### src/rtl/vending_machine_gen.sv
// vending_machine_gen
// Stock-aware vending transaction engine. Accepts coins through a
// valid/ready port, checks a keypad selection against the catalogue price
// and the slot stock, emits a one-cycle vend pulse and then returns change
// one coin per cycle, largest coin first.
//
// Ports:
//   clock, reset               single rising-edge clock, synchronous active-high reset
//   coin_valid/coin_code       offered coin (0 nickel, 1 dime, 2 quarter, 3 dollar)
//   coin_ready                 coin taken on a cycle where coin_valid & coin_ready
//   sel_valid/selection        selection strobe and item index
//   cancel, restock            refund request, reload every slot to INIT_STOCK
//   credit                     current credit in cents
//   item_valid/item_dispensed  vend pulse and the item vended
//   coin_out_valid/_code       one change coin this cycle
//   change_*                   per-denomination coins returned this/last transaction
//   change_done                high together with the final change coin
//   err_funds/err_sold_out     one-cycle rejection pulses
//   sold_out                   bit i set when slot i is empty
//   busy                       transaction engine is not idle
//   state_dbg                  raw FSM state for observation
//
// Handshake: a coin is consumed on every rising edge where coin_valid and
// coin_ready are both high; coin_ready depends only on registered state, so
// the front end may hold coin_valid until it sees the acceptance.
module vending_machine_gen #(
  parameter int N_ITEMS    = 8,
  parameter int SEL_W      = 3,
  parameter int CREDIT_W   = 9,
  parameter int STOCK_W    = 4,
  parameter int INIT_STOCK = 5,
  parameter int PRICE_BASE = 25,
  parameter int PRICE_STEP = 15,
  parameter int CNT_W      = 5
) (
  input  logic                clock,
  input  logic                reset,
  input  logic                coin_valid,
  input  logic [1:0]          coin_code,
  output logic                coin_ready,
  input  logic                sel_valid,
  input  logic [SEL_W-1:0]    selection,
  input  logic                cancel,
  input  logic                restock,
  output logic [CREDIT_W-1:0] credit,
  output logic                item_valid,
  output logic [SEL_W-1:0]    item_dispensed,
  output logic                coin_out_valid,
  output logic [1:0]          coin_out_code,
  output logic [CNT_W-1:0]    change_nickels,
  output logic [CNT_W-1:0]    change_dimes,
  output logic [CNT_W-1:0]    change_quarters,
  output logic [CNT_W-1:0]    change_dollars,
  output logic                change_done,
  output logic                err_funds,
  output logic                err_sold_out,
  output logic [N_ITEMS-1:0]  sold_out,
  output logic                busy,
  output logic [1:0]          state_dbg
);

  typedef enum logic [1:0] {S_IDLE = 2'd0, S_VEND = 2'd1, S_CHANGE = 2'd2} state_t;

  // Highest credit that can still absorb a dollar without overflowing.
  localparam logic [CREDIT_W-1:0] CREDIT_LIMIT = CREDIT_W'((2 ** CREDIT_W) - 1 - 100);

  state_t               state;
  logic [CREDIT_W-1:0]  credit_q;
  logic [STOCK_W-1:0]   stock [N_ITEMS];
  logic [SEL_W-1:0]     sel_q;
  logic [CNT_W-1:0]     cnt_n, cnt_d, cnt_q, cnt_l;
  logic                 err_funds_q, err_sold_q;

  logic [CREDIT_W-1:0]  coin_in_val, credit_sum, sel_price, vend_price, out_val;
  logic [1:0]           out_code;
  logic                 sel_bad;

  function automatic logic [CREDIT_W-1:0] coin_value(input logic [1:0] code);
    case (code)
      2'd0:    return CREDIT_W'(5);
      2'd1:    return CREDIT_W'(10);
      2'd2:    return CREDIT_W'(25);
      default: return CREDIT_W'(100);
    endcase
  endfunction

  function automatic logic [CREDIT_W-1:0] price_of(input logic [SEL_W-1:0] idx);
    return CREDIT_W'(PRICE_BASE + PRICE_STEP * int'(idx));
  endfunction

  always_comb begin
    coin_in_val = (coin_valid && coin_ready) ? coin_value(coin_code) : '0;
    credit_sum  = credit_q + coin_in_val;
    sel_price   = price_of(selection);
    vend_price  = price_of(sel_q);
    sel_bad     = ({1'b0, selection} >= (SEL_W + 1)'(N_ITEMS)) || (stock[selection] == '0);
    // Greedy choice of the next change coin from the remaining credit.
    if (credit_q >= CREDIT_W'(100))     out_code = 2'd3;
    else if (credit_q >= CREDIT_W'(25)) out_code = 2'd2;
    else if (credit_q >= CREDIT_W'(10)) out_code = 2'd1;
    else                                out_code = 2'd0;
    out_val = coin_value(out_code);
  end

  always_ff @(posedge clock) begin
    if (reset) begin
      state       <= S_IDLE;
      credit_q    <= '0;
      sel_q       <= '0;
      cnt_n       <= '0;
      cnt_d       <= '0;
      cnt_q       <= '0;
      cnt_l       <= '0;
      err_funds_q <= 1'b0;
      err_sold_q  <= 1'b0;
      for (int i = 0; i < N_ITEMS; i++) stock[i] <= STOCK_W'(INIT_STOCK);
    end else begin
      err_funds_q <= 1'b0;
      err_sold_q  <= 1'b0;
      case (state)
        S_IDLE: begin
          // An accepted coin always lands, whatever else happens this cycle.
          credit_q <= credit_sum;
          if (cancel) begin
            cnt_n <= '0;
            cnt_d <= '0;
            cnt_q <= '0;
            cnt_l <= '0;
            state <= (credit_sum != '0) ? S_CHANGE : S_IDLE;
          end else if (sel_valid) begin
            // Affordability uses credit before this cycle's coin.
            if (sel_bad) begin
              err_sold_q <= 1'b1;
            end else if (credit_q < sel_price) begin
              err_funds_q <= 1'b1;
            end else begin
              sel_q <= selection;
              cnt_n <= '0;
              cnt_d <= '0;
              cnt_q <= '0;
              cnt_l <= '0;
              state <= S_VEND;
            end
          end else if (restock) begin
            for (int i = 0; i < N_ITEMS; i++) stock[i] <= STOCK_W'(INIT_STOCK);
          end
        end
        S_VEND: begin
          stock[sel_q] <= stock[sel_q] - STOCK_W'(1);
          credit_q     <= credit_q - vend_price;
          state        <= (credit_q != vend_price) ? S_CHANGE : S_IDLE;
        end
        S_CHANGE: begin
          credit_q <= credit_q - out_val;
          case (out_code)
            2'd0:    cnt_n <= cnt_n + CNT_W'(1);
            2'd1:    cnt_d <= cnt_d + CNT_W'(1);
            2'd2:    cnt_q <= cnt_q + CNT_W'(1);
            default: cnt_l <= cnt_l + CNT_W'(1);
          endcase
          if (credit_q == out_val) state <= S_IDLE;
        end
        default: state <= S_IDLE;
      endcase
    end
  end

  always_comb begin
    sold_out = '0;
    for (int i = 0; i < N_ITEMS; i++) sold_out[i] = (stock[i] == '0);
  end

  // Outputs below are decoded from registered state; during a change cycle
  // credit still shows the amount before the coin being emitted.
  assign credit          = credit_q;
  assign coin_ready      = (state == S_IDLE) && (credit_q <= CREDIT_LIMIT);
  assign item_valid      = (state == S_VEND);
  assign item_dispensed  = sel_q;
  assign coin_out_valid  = (state == S_CHANGE);
  assign coin_out_code   = (state == S_CHANGE) ? out_code : 2'd0;
  assign change_done     = (state == S_CHANGE) && (credit_q == out_val);
  assign change_nickels  = cnt_n;
  assign change_dimes    = cnt_d;
  assign change_quarters = cnt_q;
  assign change_dollars  = cnt_l;
  assign err_funds       = err_funds_q;
  assign err_sold_out    = err_sold_q;
  assign busy            = (state != S_IDLE);
  assign state_dbg       = state;

endmodule

### config.mk
export PLATFORM = sky130hd
export DESIGN_NAME = vending_machine_gen
export DESIGN_NICKNAME = d
export VERILOG_FILES = /design/src/rtl/vending_machine_gen.sv
export SDC_FILE = /design/constraint.sdc
export NUM_CORES = 1
export LEC_CHECK = 0
export ABC_CLOCK_PERIOD_IN_PS = 4100
export BUFFER_PORTS_ARGS = -buffer_cell sky130_fd_sc_hd__buf_2
export CORE_MARGIN = 5
export CORE_UTILIZATION = 48
export CTS_BUF_LIST = sky130_fd_sc_hd__clkbuf_4 sky130_fd_sc_hd__clkbuf_8 sky130_fd_sc_hd__clkbuf_16
export CTS_CLUSTER_SIZE = 24
export DETAILED_ROUTE_END_ITERATION = 6
export GPL_TIMING_DRIVEN = 0
export PLACE_DENSITY = 0.73
export SYNTH_ARGS = -nofsm -noshare
export SYNTH_HDL_FRONTEND = slang
export SYNTH_SLANG_ARGS = --single-unit
### constraint.sdc
create_clock -name clock -period 4.1 [get_ports clock]
set_input_delay 0.82 -clock clock [delete_from_list [all_inputs] [get_ports clock]]
set_output_delay 0.82 -clock clock [all_outputs]
set_load 0.01 [all_outputs]
==> metrics.md, run 1 <==
| Metric | Value |
|---|---|
| Status | finished with violations |
| Failing checks | negative setup slack |
| Clock transition at the registers of the reported paths | about 0.09 ns |
| DRT iter0 DRCs | roughly 230 |
| Clk root buf | clkbuf_8 |
| WS Path Type | in -> reg |
| Max Clock Skew | roughly 0.015 ns |
| Final Cycle Share | 102% |
| Final hold slack | just under 0.5 ns |
| Largest net degree at the start of global routing | 16 |
| FF/Latch Area | 0.00174 mm2 |
| Sw Ratio | around 48% |
| Final net count | approximately 770 |
| Post-synth EDFFs | 32 |
| Cell mode on critical path | a21oi_2 |
| GR peak layer | met2 |
| Combinational power share | between 60% and 70% |
| Max-slew headroom | 35.0% |
| Post-synth cell types | 60 |
| Diode count | 0 |
| First-pass GRT wire length | around 23 mm |
| FF-to-FF setup slack | 0.12 ns |
| GRT Util Overall | 21.5% |
| Rows | 38 |
| Core Area | around 0.011 mm2 |
| Crit path DAT | 4.44 ns |
| Worst Tran Pin Value | around 0.97 ns |
| Total power | ~4.2 mW |
| Synth-to-Final Area Change | 20.6% |
| Warnings from Yosys | 0 |
| Clk network pwr share | 12.9% |
| Grt total ovfl | 0 |
| Via density | 5.66 |
| Share of cells above drive strength 1 | 23.0% |
| Die boundary height | 115 um |
| Internal | ~2.2 mW |
| Yosys top cell area share | between 10% and 20% |
| FMAX | 0.240 GHz |
| Worst VDD drop | between 0.0006 and 0.0007 V |
| # H-tree levels | 3 |
| CTS tree | built |
| Largest delay contributor family on the critical path | adder cells |
| Final number of setup-violating endpoints | 9 |
| Gpl congestion | 0.931 |
| Router iterations before antenna repair | 5 |
| Total negative slack | -0.309 ns |
| Fraction of registers with async set or reset after synthesis | 0% |
| Post-DRT Antenna Nets | 0 |
| GR Util met1 | between 20% and 30% |
| Post-layout min period | 4.17 ns |
| Final HPWL DP | approximately 11 mm |
| Number of remaining DRC errors | 0 |
| Sequential power share | a little under a quarter |
| GRT met2 Usage | between 30% and 40% |
| Sequential share of the synthesized area | between 30% and 40% |
| Clock latency at the later pin of the worst-skew pair | 0.35 ns |
| Most common cell in the netlist | nor2_1 |
| Startpoint Class | input port |
| Synth Flop Type | dfxtp_1 |
| RSZ-0062 raised after global routing | true |
| Multi-input logic area | 0.00354 mm2 |
| Max Transition Viols Final | 0 |
| Die area | between 0.01 and 0.015 mm2 |
| Clock sinks | 71 |
| Fillcell total | a little over 900 |
| Drt wl/cell | roughly 17 um |
| CP Max Fanout | 7 |
| Max-cap viol count | 0 |
| Syn nets | approximately 680 |
| Clk buf depth | 2 |
| Global-route met3 utilization | around 4.4% |
| CP peak stage delay | around 0.5 ns |
| Initial antenna violation count | 0 |
| Psw | approximately 2 mW |
| Mapped Cells | ~600 |
| Ranking of synthesized cells by area | edfxtp_1 (18%), ha_1 (17%), dfxtp_1 (15%), nor2_1 (6.2%), xnor2_1 (5.1%) |
| #FFs+latches synth | 71 |
| PwrDens | ~660 mW/mm2 |
| Starting density of the core | around 49% |
| WP data required | approximately 4.4 ns |
| Hold Violations, Final | 0 |
| # port buffers | 61 |
| HP Class | reg -> reg |
| IO Pins | 62 |
| CTS Buf Count | 9 |
| Die width | around 120 um |
| Critical-path cell list | buf_8, clkinvlp_4, fa_2, fa_1, inv_2, ha_4, a21o_1, a21oi_2, nor2_1, a31oi_2, ha_1, and4_1, o21ai_2, o21ai_4, a311oi_4, or2_1, buf_6, or4_4, a21oi_2 |
| Crit path buf inv count | 4 |
| Final WL | around 14 mm |
| Synth cell count leaders | nor2_1 (88), ha_1 (72), nand2_1 (51), inv_1 (48), dfxtp_1 (39) |
| Synthesized area per cell | between 9 and 10 um2 |
| Critical Path End Type | flop |
| Vias | between 4000 and 5000 |
| Slowest cell on the critical path | fa_1 |
| Yosys top cell by area | edfxtp_1 |
| LEAKAGE | roughly 2.7 nW |
| Vias in the first global route | 4699 |
| Post-synthesis instance area | roughly 0.0053 mm2 |
| Final setup margin | -0.0653 ns |
power groups by stage:
stage                     clock network (mW)  registers (mW)  logic [mW]
final                                  0.546           0.989        2.69
after global routing                   0.579            1.00        2.99
after CTS                              0.550           0.978        2.53
after detailed placement                   0           0.992        2.35
after global placement                     0           0.988        2.27
after floorplan                            0           0.973        1.73
path summary, 6_finish.rpt:
check,startpoint,end,cells after the start
setup reg to reg,state_dbg[0],state_dbg[1],17
hold reg to reg,change_dimes[4],change_dimes[4],2
hold / removal,change_dimes[4],change_dimes[4],2
setup / recovery,selection[2],change_dimes[2],19
layout make-up:
class | instances | share of cell area [%]
Timing Repair Buffer | 79 | 7.63
Clock buffer | 9 | 1.93
Buffer | 17 | 1.54
Sequential cell | 71 | 27.1
Multi-Input combinational cell | 450 | 55.0
Inverter | 51 | 3.13
Tap cell | 140 | 2.72
Clock inverter | 7 | 0.934
repair_timing:
item	CTS	global route
gates resized for setup	28	45
buffers inserted	13	5
gates cloned	1	0
hold buffers	0	0
pin swaps	15	28
setup endpoints to repair	29	30
routing by layer:
| layer | wire length, um | vias up |
|---|---|---|
| met4 | 209 | 0 |
| met3 | 1030 | 24 |
| met2 | 6800 | 179 |
| met1 | 6060 | 2210 |
| met5 | 0 | - |
| li1 | - | 2252 |
worst min-delay path: stages (launching register included):
cell	delay (ns)
dfxtp_1	0.32
inv_1	0.06
o32ai_2	0.07
stage by stage:
| stage | area, um2 | setup WS, ns | instances | utilization (%) |
|---|---|---|---|---|
| detailed placement | 5840 | -1.13 | 790 | 53.6 |
| global route | 6430 | -0.251 | 824 | 59.1 |
| CTS | 6240 | -0.122 | 820 | 57.3 |
| global placement | 5840 | -1.05 | 790 | 53.6 |
| finish | 6430 | -0.0653 | 824 | 59.1 |
| floorplan | 5360 | -0.194 | 589 | - |
cell usage in the layout (no fill, tap or decap), drive strengths merged, types with 7 or more instances in the layout:
master and instances:
a21o 8, a21oi 29, buf 83, clkbuf 22, dfxtp 39, edfxtp 32, fa 7, ha 72
inv 52, mux2i 8, mux4 10, nand2 51, nand3 19, nor2 88, nor2b 11, nor3 12
nor4 9, o21ai 23, xnor2 31, xor2 7
registers in the layout (all words and copies together), names as in the netlist, named ones only:
| name | cells |
|---|---|
| stock | 32 |
| credit | 9 |
| change_dimes | 5 |
| change_dollars | 5 |
| change_nickels | 5 |
| change_quarters | 5 |
| item_dispensed | 3 |
| state_dbg | 2 |
| err_funds | 1 |
| err_sold_out | 1 |
cells by family (layout without fill, tap and decap cells):
logic type / Yosys count / after routing / share of synthesized area [%]
buffers and inverters: 68 / 163 / 4.97
AO/OA/AOI/OAI: 97 / 97 / 11.9
AND/OR/NAND/NOR: 217 / 217 / 18.5
multiplexers: 19 / 19 / 6.24
XOR/XNOR: 38 / 38 / 6.24
adder cells (fa/ha/maj): 79 / 79 / 19.5
flip-flops: 71 / 71 / 32.7
Power figures use the tool's default switching activity.
==> run 2, diff against run 1 <==
--- a/config.mk
+++ b/config.mk
@@ -7,13 +7,15 @@
 export LEC_CHECK = 0
 export ABC_CLOCK_PERIOD_IN_PS = 4100
 export BUFFER_PORTS_ARGS = -buffer_cell sky130_fd_sc_hd__buf_2
+export CELL_PAD_IN_SITES_DETAIL_PLACEMENT = 0
+export CELL_PAD_IN_SITES_GLOBAL_PLACEMENT = 2
 export CORE_MARGIN = 5
-export CORE_UTILIZATION = 48
+export CORE_UTILIZATION = 33
 export CTS_BUF_LIST = sky130_fd_sc_hd__clkbuf_4 sky130_fd_sc_hd__clkbuf_8 sky130_fd_sc_hd__clkbuf_16
 export CTS_CLUSTER_SIZE = 24
 export DETAILED_ROUTE_END_ITERATION = 6
 export GPL_TIMING_DRIVEN = 0
-export PLACE_DENSITY = 0.73
+export PLACE_DENSITY = 0.8
 export SYNTH_ARGS = -nofsm -noshare
 export SYNTH_HDL_FRONTEND = slang
 export SYNTH_SLANG_ARGS = --single-unit
==> run 2 against run 1 <==
Compared with the run above:
- the run still ends with negative setup slack left
- global-route usage is 4.9 points lower
- die area is 41% higher
- flip-flop and latch count stayed put
- routed wire length is 8.0% higher
- first-iteration DRC count is 9.5% lower
- utilization is 18 points lower
- sequential share of layout area is 0.58 points lower
- worst setup slack better by 0.025 ns
- sequential power is 0.7% higher
- critical path type unchanged
==> metrics.md, run 2 (synthesis results as in run 1) <==
| Metric | Value |
|---|---|
| Combinational power share | 60.8% (was 63.7%) |
| Final net count | 770 (was 769) |
| Status | finished with violations (unchanged) |
| Worst Tran Pin Value | 0.932 ns (was 0.970 ns) |
| FF-to-FF setup slack | 0.24 ns (was 0.12 ns) |
| FMAX | 0.242 GHz (was 0.240 GHz) |
| Max Transition Viols Final | 0 (unchanged) |
| PwrDens | 670 mW/mm2 (was 657 mW/mm2) |
| Starting density of the core | 33.6% (was 49.0%) |
| Largest net degree at the start of global routing | 14 (was 16) |
| Post-DRT Antenna Nets | 0 (unchanged) |
| Synth-to-Final Area Change | 23.2% (was 20.6%) |
| Commonest cells after routing, fill and taps aside | nor2_1 (84), ha_1 (69), buf_2 (59) (was nor2_1 (80), ha_1 (70), buf_2 (59)) |
| Max reg flops | 32 (unchanged) |
| Psw | 2.01 mW (was 2.03 mW) |
| CP Max Fanout | 7 (unchanged) |
| WP data required | 4.37 ns (was 4.38 ns) |
| Final WL | 15.2 mm (was 14.1 mm) |
| Final HPWL DP | 11.7 mm (was 10.6 mm) |
| Final setup margin | -0.0401 ns (was -0.0653 ns) |
| Final Cycle Share | 101% (was 102%) |
| Grt total ovfl | 0 (unchanged) |
| Final hold slack | 0.501 ns (was 0.491 ns) |
| Largest reg by FF count | stock (unchanged) |
| Clock sinks | 71 (unchanged) |
| Initial antenna violation count | 1 (was 0) |
| IO Pins | 62 (unchanged) |
| Clock latency at the later pin of the worst-skew pair | 0.33 ns (was 0.35 ns) |
| Hold-fix buffers, CTS | 0 (unchanged) |
| CP peak stage delay | 0.50 ns (about the same) |
| GRT Util Overall | 16.6% (was 21.5%) |
| WS Path Type | in -> reg (unchanged) |
| Critical Path End Type | flop (unchanged) |
| Post-layout min period | 4.14 ns (was 4.17 ns) |
| Crit path from | selection[2] (unchanged) |
| Startpoint Class | input port (unchanged) |
| CTS tree | built (unchanged) |
| Die area | 0.0188 mm2 (was 0.0133 mm2) |
| First-pass GRT wire length | 24.1 mm (was 22.9 mm) |
| Die width | 137 um (was 115 um) |
| Hold Path Depth | 2 (unchanged) |
| Worst Setup EP | change_dimes[2] (unchanged) |
| Clk buf depth | 2 (unchanged) |
| Core Area | 0.0159 mm2 (was 0.0109 mm2) |
| Router iterations before antenna repair | 4 (was 5) |
| Fin util | 41.4% (was 59.1%) |
| Die boundary height | 137 um (was 115 um) |
| Gpl congestion | 0.840 (was 0.931) |
| HP Class | reg -> reg (unchanged) |
| Crit path DAT | 4.41 ns (was 4.44 ns) |
| Hold Violations, Final | 0 (unchanged) |
| Clk network pwr share | 16.6% (was 12.9%) |
| Cell mode on critical path | a21oi_2 (unchanged) |
| Sequential power share | 22.6% (was 23.4%) |
| Worst VDD drop | 0.000356 V (was 0.000687 V) |
| Failing checks | negative setup slack (unchanged) |
| Sw Ratio | 45.6% (was 48.0%) |
| Clk root buf | clkbuf_16 (was clkbuf_8) |
| # port buffers | 61 (unchanged) |
| RSZ-0062 raised after global routing | true (unchanged) |
| Reg2reg path depth | 17 (unchanged) |
| Max-cap viol count | 0 (unchanged) |
| Commonest non-fill, non-tap cell in the layout | nor2_1 (unchanged) |
| CTS Buf Count | 9 (unchanged) |
| Drt wl/cell | 16.9 um (was 17.1 um) |
| # H-tree levels | 3 (unchanged) |
| Via density | 5.01 (was 5.66) |
| Number of remaining DRC errors | 0 (unchanged) |
| Total power | 4.41 mW (was 4.23 mW) |
| Place WS | -1.13 ns (about the same) |
| Internal | 2.40 mW (was 2.20 mW) |
| Final number of setup-violating endpoints | 2 (was 9) |
| Clock transition at the registers of the reported paths | 0.06 ns (was 0.09 ns) |
| Rows | 46 (was 38) |
| Share of cells above drive strength 1 | 21.3% (was 23.0%) |
| DRT iter0 DRCs | 209 (was 231) |
| FF-to-FF End | state_dbg[1] (unchanged) |
| Vias | 4520 (was 4665) |
| Max Clock Skew | 0.00537 ns (was 0.0153 ns) |
| LEAKAGE | 2.73 nW (was 2.67 nW) |
| Max-slew headroom | 37.6% (was 35.0%) |
| FF-to-FF Start | state_dbg[0] (unchanged) |
| Critical-path cell list | buf_8, clkinvlp_4, fa_2, fa_1, inv_2, ha_4, a21o_1, a21oi_2, nor2_1, a31oi_1, ha_1, and4_1, o21ai_2, o21ai_4, a311oi_4, or2_1, buf_6, or4_4, a21oi_2 (was buf_8, clkinvlp_4, fa_2, fa_1, inv_2, ha_4, a21o_1, a21oi_2, nor2_1, a31oi_2, ha_1, and4_1, o21ai_2, o21ai_4, a311oi_4, or2_1, buf_6, or4_4, a21oi_2) |
| Slowest cell on the critical path | fa_1 (unchanged) |
| Vias in the first global route | 4650 (was 4699) |
-- run 2: cell count changes in the layout (fill, tap and decap cells not counted), moves of 2 or more --
cell / before / now
clkbuf_16: 0 / 9
clkbuf_8: 10 / 1
nor2_1: 80 / 84
a21oi_1: 22 / 25
a21oi_2: 6 / 3
clkinv_4: 0 / 3
clkinvlp_4: 4 / 1
clkbuf_4: 0 / 2
nor2_2: 5 / 3
nor2_4: 3 / 1
-- run 2: final cells by class --
cell class | count | area (um2)
inverters | 51 | 205
plain buffers | 16 | 86.3
flip-flops and latches | 71 | 1740
diodes | 1 | 2.50
clock buffers | 10 | 233
well taps | 216 | 270
repair buffers | 81 | 518
fillers | 1636 | 9310
multi-input cells | 450 | 3470
clock inverters | 6 | 45.0
-- run 2: per-layer routing --
metal  vias to the layer above  routed length (um)  global-route usage [%]
li1                       2260                   -                       -
met1                      2139                6850                    21.0
met2                       103                7460                    28.0
met3                        18                 656                    3.68
met4                         0                 267                    5.76
met5                         -                   0                       0
-- run 2: worst max-delay path, delay by kind of cell --
family | cells | cell delay (ns)
buffers and inverters | 4 | 0.36
AOI/OAI and AO/OA | 7 | 0.83
adders and majority gates | 4 | 1.42
and+or+nand+nor | 4 | 0.98
-- run 2: worst min-delay path by stage --
stage	from	to	slack, ns
4_1_cts	change_dimes[4]	change_dimes[4]	0.50
2_1_floorplan	change_dimes[4]	change_dimes[4]	0.50
3_5_place_dp	change_dimes[4]	change_dimes[4]	0.49
6_report	change_dimes[4]	change_dimes[4]	0.50
3_3_place_gp	change_dimes[4]	change_dimes[4]	0.47
5_1_grt	change_dimes[4]	change_dimes[4]	0.52
-- run 2: power groups by stage --
stage	clock [mW]	combinational [mW]	sequential [mW]
floorplan	0	1.73	0.973
global placement	0	2.35	1.00
detailed placement	0	2.37	1.00
CTS	0.745	2.60	0.991
global route	0.781	3.02	1.01
finish	0.730	2.68	0.996
-- run 2: per-stage QoR --
step	area, um2	setup TNS, ns	std cells
after floorplan	5360	-2.92	589
after global placement	5940	-21.71	866
after detailed placement	5940	-22.46	866
after CTS	6480	-1.52	898
after global routing	6570	-3.51	902
final	6570	-0.0742	902
-- run 2: what timing repair did --
item / 4_1_cts / 5_1_grt
gates resized for setup: 40 / 23
pin swaps: 18 / 13
setup buffers: 16 / 4
setup endpoints to repair: 23 / 31
hold endpoints to repair: 0 / 0
gates cloned: 2 / 0
==> run 3, diff against run 2 <==
--- a/config.mk
+++ b/config.mk
@@ -19,3 +19,4 @@
 export SYNTH_ARGS = -nofsm -noshare
 export SYNTH_HDL_FRONTEND = slang
 export SYNTH_SLANG_ARGS = --single-unit
+export TNS_END_PERCENT = 5
==> run 3 against run 2 <==
Compared with the run above:
- the flow still finishes with violations (negative setup slack)
- design area is 0.40% lower
- die area unchanged
- via count fell by 0.31%
- clock-buffer cell count fell by 1
- sequential power barely moved
- non-clock buffer count fell by 1
- routed wire length is 0.30% lower
- fmax fell by 0.57%
- critical path type unchanged
- largest cell class unchanged
==> metrics.md, run 3 (synthesis results as in run 1) <==
| Metric | Value |
|---|---|
| HP Class | reg -> reg (unchanged) |
| Via density | 5.01 (about the same) |
| Fillcell total | 1642 (was 1636) |
| RSZ-0062 raised after global routing | true (unchanged) |
| Clk root buf | clkbuf_16 (unchanged) |
| WS Path Type | in -> reg (unchanged) |
| Vias | 4506 (was 4520) |
| CTS Buf Count | 9 (unchanged) |
| # port buffers | 61 (unchanged) |
| Worst VDD drop | 0.000329 V (was 0.000356 V) |
| IO Pins | 62 (unchanged) |
| Startpoint Class | input port (unchanged) |
| Commonest non-fill, non-tap cell in the layout | nor2_1 (unchanged) |
| Hold-fix buffers, CTS | 0 (unchanged) |
| Clock latency at the later pin of the worst-skew pair | 0.35 ns (was 0.33 ns) |
| Synth-to-Final Area Change | 22.7% (was 23.2%) |
| DP Area | 0.00593 mm2 (was 0.00594 mm2) |
| PwrDens | 671 mW/mm2 (was 670 mW/mm2) |
| Max Transition Viols Final | 0 (unchanged) |
| # H-tree levels | 3 (unchanged) |
| First-pass GRT wire length | 24.4 mm (was 24.1 mm) |
| CP Max Fanout | 8 (was 7) |
| Die area | 0.0188 mm2 (unchanged) |
| Core Area | 0.0159 mm2 (unchanged) |
| Final Cycle Share | 102% (was 101%) |
| Number of remaining DRC errors | 0 (unchanged) |
| Post-DRT Antenna Nets | 0 (unchanged) |
| Diode count | 0 (was 1) |
| Largest net degree at the start of global routing | 15 (was 14) |
| LEAKAGE | 2.72 nW (was 2.73 nW) |
| Clock transition at the registers of the reported paths | 0.06 ns (about the same) |
| Max Clock Skew | 0.00726 ns (was 0.00537 ns) |
| DRT iter0 DRCs | 180 (was 209) |
| Critical Path End Type | flop (unchanged) |
| Worst Tran Pin Value | 1.01 ns (was 0.932 ns) |
| Die boundary height | 137 um (unchanged) |
| Rows | 46 (unchanged) |
| Crit path DAT | 4.40 ns (was 4.41 ns) |
| CTS tree | built (unchanged) |
| FMAX | 0.240 GHz (was 0.242 GHz) |
| Clk buf depth | 2 (unchanged) |
| Final WL | 15.2 mm (about the same) |
| Starting density of the core | 33.6% (unchanged) |
| Commonest cells after routing, fill and taps aside | nor2_1 (88), ha_1 (69), buf_2 (59) (was nor2_1 (84), ha_1 (69), buf_2 (59)) |
| Failing checks | negative setup slack (unchanged) |
| Place WS | -1.19 ns (was -1.13 ns) |
| Gpl congestion | 0.850 (was 0.840) |
| Max-cap viol count | 0 (unchanged) |
| Final number of setup-violating endpoints | 17 (was 2) |
| Final net count | 769 (was 770) |
| Vias in the first global route | 4614 (was 4650) |
| Status | finished with violations (unchanged) |
| Drt wl/cell | 16.9 um (about the same) |
| Placed cells | 866 (unchanged) |
| Die width | 137 um (unchanged) |
| FF-to-FF setup slack | -0.05 ns (was 0.24 ns) |
| Final hold slack | 0.496 ns (was 0.501 ns) |
| Max reg flops | 32 (unchanged) |
| Initial antenna violation count | 0 (was 1) |
| Final HPWL DP | 11.8 mm (was 11.7 mm) |
| Post-layout min period | 4.16 ns (was 4.14 ns) |
| WP data required | 4.34 ns (was 4.37 ns) |
| Total power | 4.39 mW (was 4.41 mW) |
| Grt total ovfl | 0 (unchanged) |
| Final instance area | 0.00655 mm2 (was 0.00657 mm2) |
| Finished Layout Cells | 900 (was 902) |
| Final setup margin | -0.0640 ns (was -0.0401 ns) |
| Router iterations before antenna repair | 4 (unchanged) |
| GRT Util Overall | 16.7% (was 16.6%) |
| Max-slew headroom | 32.4% (was 37.6%) |
| Hold Violations, Final | 0 (unchanged) |
| Share of cells above drive strength 1 | 21.2% (was 21.3%) |
| Largest reg by FF count | stock (unchanged) |
| Clock sinks | 71 (unchanged) |
==> run 3: changes by cell type in the layout (fill, tap and decap cells not counted), sizes merged <==
cell / delta
clkinv: -1
diode: -1
clkinvlp: +1
buf: -1
inv: +1
clkbuf: -1
==> run 3: timing repair <==
item,4_1_cts,5_1_grt
setup buffers,13,6
resized for setup,25,34
pin swaps,16,23
endpoints found under the setup margin,24,31
cloned,0,1
==> run 3: worst paths after layout <==
| path | start | end | cells past startpoint |
|---|---|---|---|
| worst max register to register | state_dbg[0] | state_dbg[1] | 17 |
| worst min-delay path | change_dimes[4] | change_dimes[4] | 2 |
| worst min register to register | change_dimes[4] | change_dimes[4] | 2 |
| worst max-delay path | selection[1] | change_nickels[2] | 20 |
==> run 3: report_power, final <==
| part | switching (mW) | internal (mW) |
|---|---|---|
| sequential | 0.159 | 0.835 |
| combinational | 1.52 | 1.14 |
| clock | 0.328 | 0.416 |
| total | 2.00 | 2.39 |
==> run 3: through the flow <==
step / util (%) / TNS (ns)
floorplan: - / -2.93
global placement: 37.4 / -21.77
detailed placement: 37.4 / -23.64
CTS: 40.3 / -1.12
global route: 41.2 / -5.20
finish: 41.2 / -0.520
==> run 3: critical path, stage by stage <==
cell and delay (ns):
buf_12 0.11, inv_6 0.05, fa_2 0.38, fa_1 0.51
inv_2 0.05, ha_4 0.23, a21o_1 0.17, a21oi_2 0.13
nor2_1 0.05, a31oi_1 0.19, ha_1 0.29, buf_6 0.13
a211oi_4 0.26, o21ai_4 0.11, a311oi_4 0.32, buf_6 0.19
buf_6 0.12, nor3b_2 0.04, xnor2_1 0.19, nor2_1 0.07
==> run 3: routing by layer <==
metal / GRT usage (%) / vias up / share of wire, %
li1: - / 2251 / -
met1: 21.3 / 2145 / 45
met2: 28.1 / 94 / 49
met3: 4.41 / 16 / 5.0
met4: 4.60 / 0 / 1.2
met5: 0 / - / 0
==> run 3: cell type report <==
cell class,instances,area (um2),area share (%)
multi-input cells,450,3440,52.5
flip-flops and latches,71,1750,26.7
repair buffers,80,523,7.99
well taps,216,270,4.13
clock buffers,9,225,3.44
inverters,51,204,3.12
plain buffers,16,83.8,1.28
clock inverters,7,55.1,0.841
